==> src/rtl/pu_cfg_slave.sv <==
// ---------------------------------------------------------------------------
// pu_cfg_slave
//
// AXI4-Lite configuration slave for one protection unit. Holds the unit's
// control word, its per-master access policy and a saturating count of
// denied accesses reported by the checker.
//
// Register map (byte offsets, address bits [1:0] ignored):
//   0x00 CTRL      R/W  bit0 = enable (bit31 = sticky lock when built with
//                       POLICY_LOCK_EN, otherwise reads 0)
//   0x04 VIOL_CNT  RO   saturating violation count; any write clears it
//   0x40 POLICY    R/W  bits [2*NUM_IDS-1:0]; bit 2i = read ok, 2i+1 = write ok
//   others              reads return 0 / SLVERR, writes ignored / SLVERR
//
// Optional feature macro: POLICY_LOCK_EN
//   Defined   : CTRL[31] is a sticky lock; once set, CTRL and POLICY writes
//               are rejected with SLVERR until reset (VIOL_CNT clears still work).
//   Undefined : CTRL[31] reads 0, ignores writes; CTRL/POLICY always writable.
//
// Ports:
//   aclk, areset          clock, asynchronous active-high reset
//   s_axi_aw* / s_axi_w*  write address / write data channels
//   s_axi_b*              write response channel
//   s_axi_ar* / s_axi_r*  read address / read data channels
//   policy_o              live POLICY field
//   enable_o              CTRL[0], protection checks active
//   viol_i                one-cycle pulse per denied access
// ---------------------------------------------------------------------------
module pu_cfg_slave #(
   parameter int ADDR_W  = 16,
   parameter int NUM_IDS = 4
) (
   input  logic                 aclk,
   input  logic                 areset,
   // write address
   input  logic [ADDR_W-1:0]    s_axi_awaddr,
   input  logic                 s_axi_awvalid,
   output logic                 s_axi_awready,
   // write data
   input  logic [31:0]          s_axi_wdata,
   input  logic [3:0]           s_axi_wstrb,
   input  logic                 s_axi_wvalid,
   output logic                 s_axi_wready,
   // write response
   output logic [1:0]           s_axi_bresp,
   output logic                 s_axi_bvalid,
   input  logic                 s_axi_bready,
   // read address
   input  logic [ADDR_W-1:0]    s_axi_araddr,
   input  logic                 s_axi_arvalid,
   output logic                 s_axi_arready,
   // read data
   output logic [31:0]          s_axi_rdata,
   output logic [1:0]           s_axi_rresp,
   output logic                 s_axi_rvalid,
   input  logic                 s_axi_rready,
   // protection unit side
   output logic [2*NUM_IDS-1:0] policy_o,
   output logic                 enable_o,
   input  logic                 viol_i
);

   localparam int PW = 2 * NUM_IDS;
   localparam int WA = ADDR_W - 2;   // word index width

   localparam logic [WA-1:0] IDX_CTRL   = WA'(0);
   localparam logic [WA-1:0] IDX_VIOL   = WA'(1);
   localparam logic [WA-1:0] IDX_POLICY = WA'(16);

   localparam logic [1:0] RESP_OKAY   = 2'b00;
   localparam logic [1:0] RESP_SLVERR = 2'b10;

   typedef enum logic {W_IDLE, W_RESP} wstate_t;
   typedef enum logic {R_IDLE, R_DATA} rstate_t;

   // ------------------------------------------------------------------
   // State
   // ------------------------------------------------------------------
   wstate_t          w_state, w_state_d;
   rstate_t          r_state, r_state_d;

   // Held low during reset so every ready output is 0 while areset=1 and
   // rises on the first edge after release.
   logic             up;

   logic             aw_held, w_held;
   logic [WA-1:0]    aw_idx_q;
   logic [31:0]      wdata_q;
   logic [3:0]       wstrb_q;
   logic [1:0]       bresp_q;

   logic [31:0]      rdata_q;
   logic [1:0]       rresp_q;

   logic [31:0]      ctrl_q;
   logic [PW-1:0]    policy_q;
   logic [31:0]      viol_q;

   // ------------------------------------------------------------------
   // Handshakes and write beat selection
   // ------------------------------------------------------------------
   logic             aw_hs, w_hs, ar_hs, b_hs, r_hs;
   logic             aw_have, w_have, commit;
   logic [WA-1:0]    wr_idx, rd_idx;
   logic [31:0]      wr_data;
   logic [3:0]       wr_strb;
   logic             locked;

   // Byte-offset bits are not part of the decode.
   logic             addr_lsb_unused;
   assign addr_lsb_unused = ^{s_axi_awaddr[1:0], s_axi_araddr[1:0]};

   assign aw_hs = s_axi_awvalid && s_axi_awready;
   assign w_hs  = s_axi_wvalid  && s_axi_wready;
   assign ar_hs = s_axi_arvalid && s_axi_arready;
   assign b_hs  = s_axi_bvalid  && s_axi_bready;
   assign r_hs  = s_axi_rvalid  && s_axi_rready;

   // A beat counts as present either from an earlier latch or from a
   // handshake happening this cycle; the write commits in the cycle the
   // second of the two arrives, so bvalid follows one cycle later.
   assign aw_have = aw_held || aw_hs;
   assign w_have  = w_held  || w_hs;
   assign commit  = (w_state == W_IDLE) && aw_have && w_have;

   assign wr_idx  = aw_held ? aw_idx_q : s_axi_awaddr[ADDR_W-1:2];
   assign wr_data = w_held  ? wdata_q  : s_axi_wdata;
   assign wr_strb = w_held  ? wstrb_q  : s_axi_wstrb;
   assign rd_idx  = s_axi_araddr[ADDR_W-1:2];

`ifdef POLICY_LOCK_EN
   assign locked = ctrl_q[31];
`else
   assign locked = 1'b0;
`endif

   // ------------------------------------------------------------------
   // Write FSM: state register / next state / outputs
   // ------------------------------------------------------------------
   always_ff @(posedge aclk or posedge areset) begin
      if (areset) w_state <= W_IDLE;
      else        w_state <= w_state_d;
   end

   always_comb begin
      w_state_d = w_state;
      case (w_state)
         W_IDLE:  if (commit) w_state_d = W_RESP;
         W_RESP:  if (b_hs)   w_state_d = W_IDLE;
         default: w_state_d = W_IDLE;
      endcase
   end

   always_comb begin
      s_axi_awready = up && (w_state == W_IDLE) && !aw_held;
      s_axi_wready  = up && (w_state == W_IDLE) && !w_held;
      s_axi_bvalid  = (w_state == W_RESP);
      s_axi_bresp   = bresp_q;
   end

   // ------------------------------------------------------------------
   // Read FSM: state register / next state / outputs
   // ------------------------------------------------------------------
   always_ff @(posedge aclk or posedge areset) begin
      if (areset) r_state <= R_IDLE;
      else        r_state <= r_state_d;
   end

   always_comb begin
      r_state_d = r_state;
      case (r_state)
         R_IDLE:  if (ar_hs) r_state_d = R_DATA;
         R_DATA:  if (r_hs)  r_state_d = R_IDLE;
         default: r_state_d = R_IDLE;
      endcase
   end

   always_comb begin
      s_axi_arready = up && (r_state == R_IDLE);
      s_axi_rvalid  = (r_state == R_DATA);
      s_axi_rdata   = rdata_q;
      s_axi_rresp   = rresp_q;
   end

   // ------------------------------------------------------------------
   // Write decode and register next values
   // ------------------------------------------------------------------
   logic          wr_ctrl, wr_pol, wr_viol, wr_ok;
   logic [31:0]   ctrl_new;
   logic [PW-1:0] policy_new;
   logic [31:0]   viol_d;

   always_comb begin
      wr_ok   = 1'b0;
      wr_ctrl = 1'b0;
      wr_pol  = 1'b0;
      wr_viol = 1'b0;
      case (wr_idx)
         IDX_CTRL: begin
            wr_ok   = !locked;
            wr_ctrl = commit && !locked;
         end
         IDX_VIOL: begin
            wr_ok   = 1'b1;
            wr_viol = commit;
         end
         IDX_POLICY: begin
            wr_ok  = !locked;
            wr_pol = commit && !locked;
         end
         default: wr_ok = 1'b0;
      endcase
   end

   // Byte-lane merge under WSTRB. Only implemented POLICY bits exist, so
   // strobes on lanes above the field have no effect.
   always_comb begin
      ctrl_new = ctrl_q;
      for (int i = 0; i < 32; i++)
         if (wr_strb[i/8]) ctrl_new[i] = wr_data[i];
`ifndef POLICY_LOCK_EN
      ctrl_new[31] = 1'b0;
`endif
      policy_new = policy_q;
      for (int i = 0; i < PW; i++)
         if (wr_strb[i/8]) policy_new[i] = wr_data[i];
   end

   // A clear colliding with a violation leaves the new violation counted.
   always_comb begin
      viol_d = viol_q;
      if (wr_viol)
         viol_d = viol_i ? 32'd1 : 32'd0;
      else if (viol_i && (viol_q != 32'hFFFF_FFFF))
         viol_d = viol_q + 32'd1;
   end

   // ------------------------------------------------------------------
   // Read data mux, sampled from pre-commit register values
   // ------------------------------------------------------------------
   logic [31:0] rd_data_d;
   logic [1:0]  rd_resp_d;

   always_comb begin
      rd_data_d = '0;
      rd_resp_d = RESP_OKAY;
      case (rd_idx)
         IDX_CTRL:   rd_data_d = ctrl_q;
         IDX_VIOL:   rd_data_d = viol_q;
         IDX_POLICY: rd_data_d[PW-1:0] = policy_q;
         default:    rd_resp_d = RESP_SLVERR;
      endcase
   end

   // ------------------------------------------------------------------
   // Sequential datapath
   // ------------------------------------------------------------------
   always_ff @(posedge aclk or posedge areset) begin
      if (areset) begin
         up       <= 1'b0;
         aw_held  <= 1'b0;
         w_held   <= 1'b0;
         aw_idx_q <= '0;
         wdata_q  <= '0;
         wstrb_q  <= '0;
         bresp_q  <= RESP_OKAY;
         rdata_q  <= '0;
         rresp_q  <= RESP_OKAY;
      end else begin
         up <= 1'b1;

         if (commit)     aw_held <= 1'b0;
         else if (aw_hs) aw_held <= 1'b1;
         if (commit)     w_held  <= 1'b0;
         else if (w_hs)  w_held  <= 1'b1;

         if (aw_hs) aw_idx_q <= s_axi_awaddr[ADDR_W-1:2];
         if (w_hs) begin
            wdata_q <= s_axi_wdata;
            wstrb_q <= s_axi_wstrb;
         end

         if (commit) bresp_q <= wr_ok ? RESP_OKAY : RESP_SLVERR;

         // Captured once at the AR handshake, so it holds while stalled.
         if (ar_hs) begin
            rdata_q <= rd_data_d;
            rresp_q <= rd_resp_d;
         end
      end
   end

   always_ff @(posedge aclk or posedge areset) begin
      if (areset) begin
         ctrl_q   <= '0;
         policy_q <= '0;
         viol_q   <= '0;
      end else begin
         if (wr_ctrl) ctrl_q   <= ctrl_new;
         if (wr_pol)  policy_q <= policy_new;
         viol_q <= viol_d;
      end
   end

   assign policy_o = policy_q;
   assign enable_o = ctrl_q[0];

endmodule

==> config.mk <==
export PLATFORM = sky130hd
export DESIGN_NAME = pu_cfg_slave
export DESIGN_NICKNAME = d
export VERILOG_FILES = /design/src/rtl/pu_cfg_slave.sv
export SDC_FILE = /design/constraint.sdc
export NUM_CORES = 1
export LEC_CHECK = 0
export CORE_ASPECT_RATIO = 1.1
export CORE_MARGIN = 1
export CORE_UTILIZATION = 48
export CTS_CLUSTER_SIZE = 12
export DETAILED_ROUTE_END_ITERATION = 6
export GPL_TIMING_DRIVEN = 0
export PLACE_DENSITY_LB_ADDON = 0.2
export SYNTH_ARGS = -nofsm -noshare
export SYNTH_HDL_FRONTEND = slang
export SYNTH_SLANG_ARGS = --single-unit
==> constraint.sdc <==
create_clock -name aclk -period 5.1 [get_ports aclk]
set_clock_uncertainty 0.2 [all_clocks]
set_input_delay 1.02 -clock aclk [delete_from_list [all_inputs] [get_ports aclk]]
set_output_delay 1.02 -clock aclk [all_outputs]
set_load 0.05 [all_outputs]
==> qor.yml <==
floorplan:
  io_pins: 126
  fp-row-count: 47
  die_w_um: 121
  start_util_pct: 49.3
  die_h_um: 133
  dieArea_um2: 16000
  coreArea_um2: 15100
global_route:
  grt.total_usage_pct: 24.5
  grt_start_max_net_pins: 44
  grt_pass1_wl_um: 30300
  grt_pass1_vias: 5881
  overflow: 0
  antenna_found_initial: 0
power_and_ir_drop:
  p_switching_mw: 1.04
  power.density_nw_per_um2: 393
  p_sw_share_pct: 27.8
  power_leakage_nw: 3.99
  power.share.combinational_pct: 22.8
  p_total_mw: 3.75
  vdd_drop_max_uv: 262
  p_int_mw: 2.70
  sequentialPowerShare_pct: 43.8
  clockPowerShare_pct: 33.3
synthesis:
  postSynthCellCount: 655
  ys_ff_latch: 159
  ys.flop_type: "dfrtp_1"
  avgSynthCellArea_um2: 11.4
  synth_edf_count: 0
  netlist_area_um2: 7450
  async_flop_share_pct: 100
  ys_types: 54
  yosysWarningCount: 0
  ys_seq_area_share_pct: 53.4
clocking:
  clock_latency_ns: 0.43
  root_buffer: "clkbuf_16"
  cts_tree: "built"
  ctsHoldBuffers: 0
  cts_setup_buffers: 0
  clock-sinks: 159
  clk_pin_slew_ns: 0.06
  cts_buffers: 17
  h-tree-depth: 4
  cts_resized: 0
  clockBufferDepth: 2
sta:
  finalMaxSlewViolations: 0
  rsz0062_at_grt: "false"
  final-hold-violation-count: 0
  relSlewSlack_pct: 8.15
  tightest_slew_ns: 1.37
  setup_viol: 0
  finalCritPeriodShare_pct: 69.7
  period_needed_ns: 3.56
  tns_ns: 0
  fmax_mhz: 281
cells_and_area:
  mostFrequentLayoutCells: "dfrtp_1 (159), clkdlybuf4s50_1 (117), mux2_2 (75)"
  syn_to_final_growth_pct: 27.8
  register_area_um2: 3980
  fillers: 1188
  postLayoutCoreUtil_pct: 63.0
  mostFrequentLayoutCell: "dfrtp_1"
  layout-drive-gt1-share_pct: 16.0
  layout.nets: 873
  multi_input_area_um2: 3300
  diodes: 0
worst_setup_path:
  crit_slowest_cell: "nor4_2"
  reg2reg_setup_slack_ns: 2.09
  path_cells: "clkdlybuf4s50_1 -> or4_1 -> nor4_2 -> o2111ai_1 -> buf_2 -> nand2_1 -> o21ai_0"
  start_kind: "primary input"
  crit_path_max_fanout: 10
  criticalPathCategory: "in2reg"
  crit_arrival_ns: 3.62
  endpoint_kind: "flop"
  max_stage_delay_ns: 0.63
  timing.rr.start: "aw_held$_DFFE_PP0P_"
  rr_worst_depth: 7
  worstPathRequired_ns: 5.16
  timing.rr.end: "ctrl_q[18]$_DFFE_PP0P_"
run:
  cap_violations: 0
placement:
  gp_congestion: 0.932
  place_hpwl_um: 13800
  numPortBuffers: 117
worst_hold_path:
  worstHoldEndpoint: "s_axi_rdata[24]$_DFFE_PP0P_"
  hold_class: "reg2reg"
  min_path_cells: 2
  hold_start: "s_axi_rdata[24]$_DFFE_PP0P_"
routing:
  drt_iter0_markers: 247
  wire_per_inst_um: 18.4
  first_pass_iters: 4
  via_per_inst: 5.70
  vias: 5719
  wl_um: 18500
  route.detailed.drc: 0
  ant_nets: 0
status:
  outcome: "finished clean"
through the flow:
stage	area (um^2)	hold WS (ns)	cells	worst slack (ns)
3_3_place_gp	8870	0.261	969	0.591
3_5_place_dp	8950	0.272	973	1.09
5_1_grt	9520	0.320	1003	1.33
4_1_cts	9520	0.286	1003	1.53
2_1_floorplan	7450	0.249	656	1.87
6_report	9520	0.279	1003	1.54
registers in the layout (all words and copies together) (netlist names), 4 cells and up:
| name | cells |
|---|---|
| s_axi_rdata | 32 |
| viol_q | 32 |
| ctrl_q | 31 |
| wdata_q | 31 |
| aw_idx_q | 14 |
| policy_o | 8 |
| wstrb_q | 4 |
power by group through the flow:
stage / Combinational (mW) / Sequential [mW] / Clock, mW
after CTS: 0.865 / 1.64 / 1.27
final: 0.855 / 1.64 / 1.25
after global placement: 0.823 / 1.64 / 0
after global routing: 0.927 / 1.67 / 1.32
after detailed placement: 0.858 / 1.66 / 0
after floorplan: 0.608 / 1.64 / 0
cell type report:
type / instances / share of cell area (%)
clock inverter: 8 / 1.21
clock buffer: 22 / 4.77
buffer: 33 / 1.58
inverter: 7 / 0.315
tap: 196 / 2.58
multi-input combinational: 457 / 34.6
timing repair buffer: 121 / 13.1
sequential: 159 / 41.8
synthesized netlist by cell type, drive strengths merged, types with 5 or more instances:
| library cell | instances | area [um^2] |
|---|---|---|
| and2 | 5 | 31.3 |
| inv | 7 | 26.3 |
| buf | 12 | 71.3 |
| nor4 | 10 | 90.1 |
| a22oi | 8 | 60.1 |
| mux2 | 79 | 890 |
| clkbuf | 21 | 78.8 |
| nand2 | 69 | 259 |
| mux2i | 55 | 551 |
| nand4 | 12 | 90.1 |
| nor3 | 6 | 30.0 |
| nand3 | 18 | 95.1 |
| xnor2 | 7 | 61.3 |
| or4 | 10 | 78.8 |
| dfrtp | 159 | 3980 |
| and3 | 5 | 31.3 |
| nor2 | 18 | 67.6 |
| o21ai | 76 | 380 |
| or3 | 19 | 119 |
| a21oi | 23 | 115 |
worst max path at each step:
stage | end | from | slack (ns) | cells past startpoint
global route | ctrl_q[18]$_DFFE_PP0P_ | s_axi_awaddr[10] | 1.33 | 7
detailed placement | ctrl_q[18]$_DFFE_PP0P_ | s_axi_awaddr[10] | 1.09 | 7
global placement | wdata_q[13]$_DFFE_PP0P_ | areset | 0.59 | 2
floorplan | aw_held$_DFFE_PP0P_ | areset | 1.87 | 1
CTS | ctrl_q[18]$_DFFE_PP0P_ | s_axi_awaddr[10] | 1.53 | 7
finish | ctrl_q[18]$_DFFE_PP0P_ | s_axi_awaddr[10] | 1.54 | 7
routing by layer:
layer  wire, um  track usage, %
met4        395            9.05
met1       8090            31.2
met5          0               0
met2       8920            39.9
met3       1080            6.72
critical path, delay by kind of cell:
kind / cells / cell delay [ns]
simple gates: 3 / 1.26
buf+inv: 2 / 0.74
compound gates: 2 / 0.59
kinds of logic (layout without fill, tap and decap cells):
logic type	after synthesis	after routing	synth area share, %
AOI/OAI and AO/OA	128	128	10.5
xor gates and xnor gates	8	8	0.941
adders and majority gates	1	1	0.168
buffers and inverters	40	191	2.37
DFF	159	159	53.4
muxes	134	134	19.3
other	2	3	0.101
and+or+nand+nor	183	183	13.2
(Power assumes the default switching activity.)
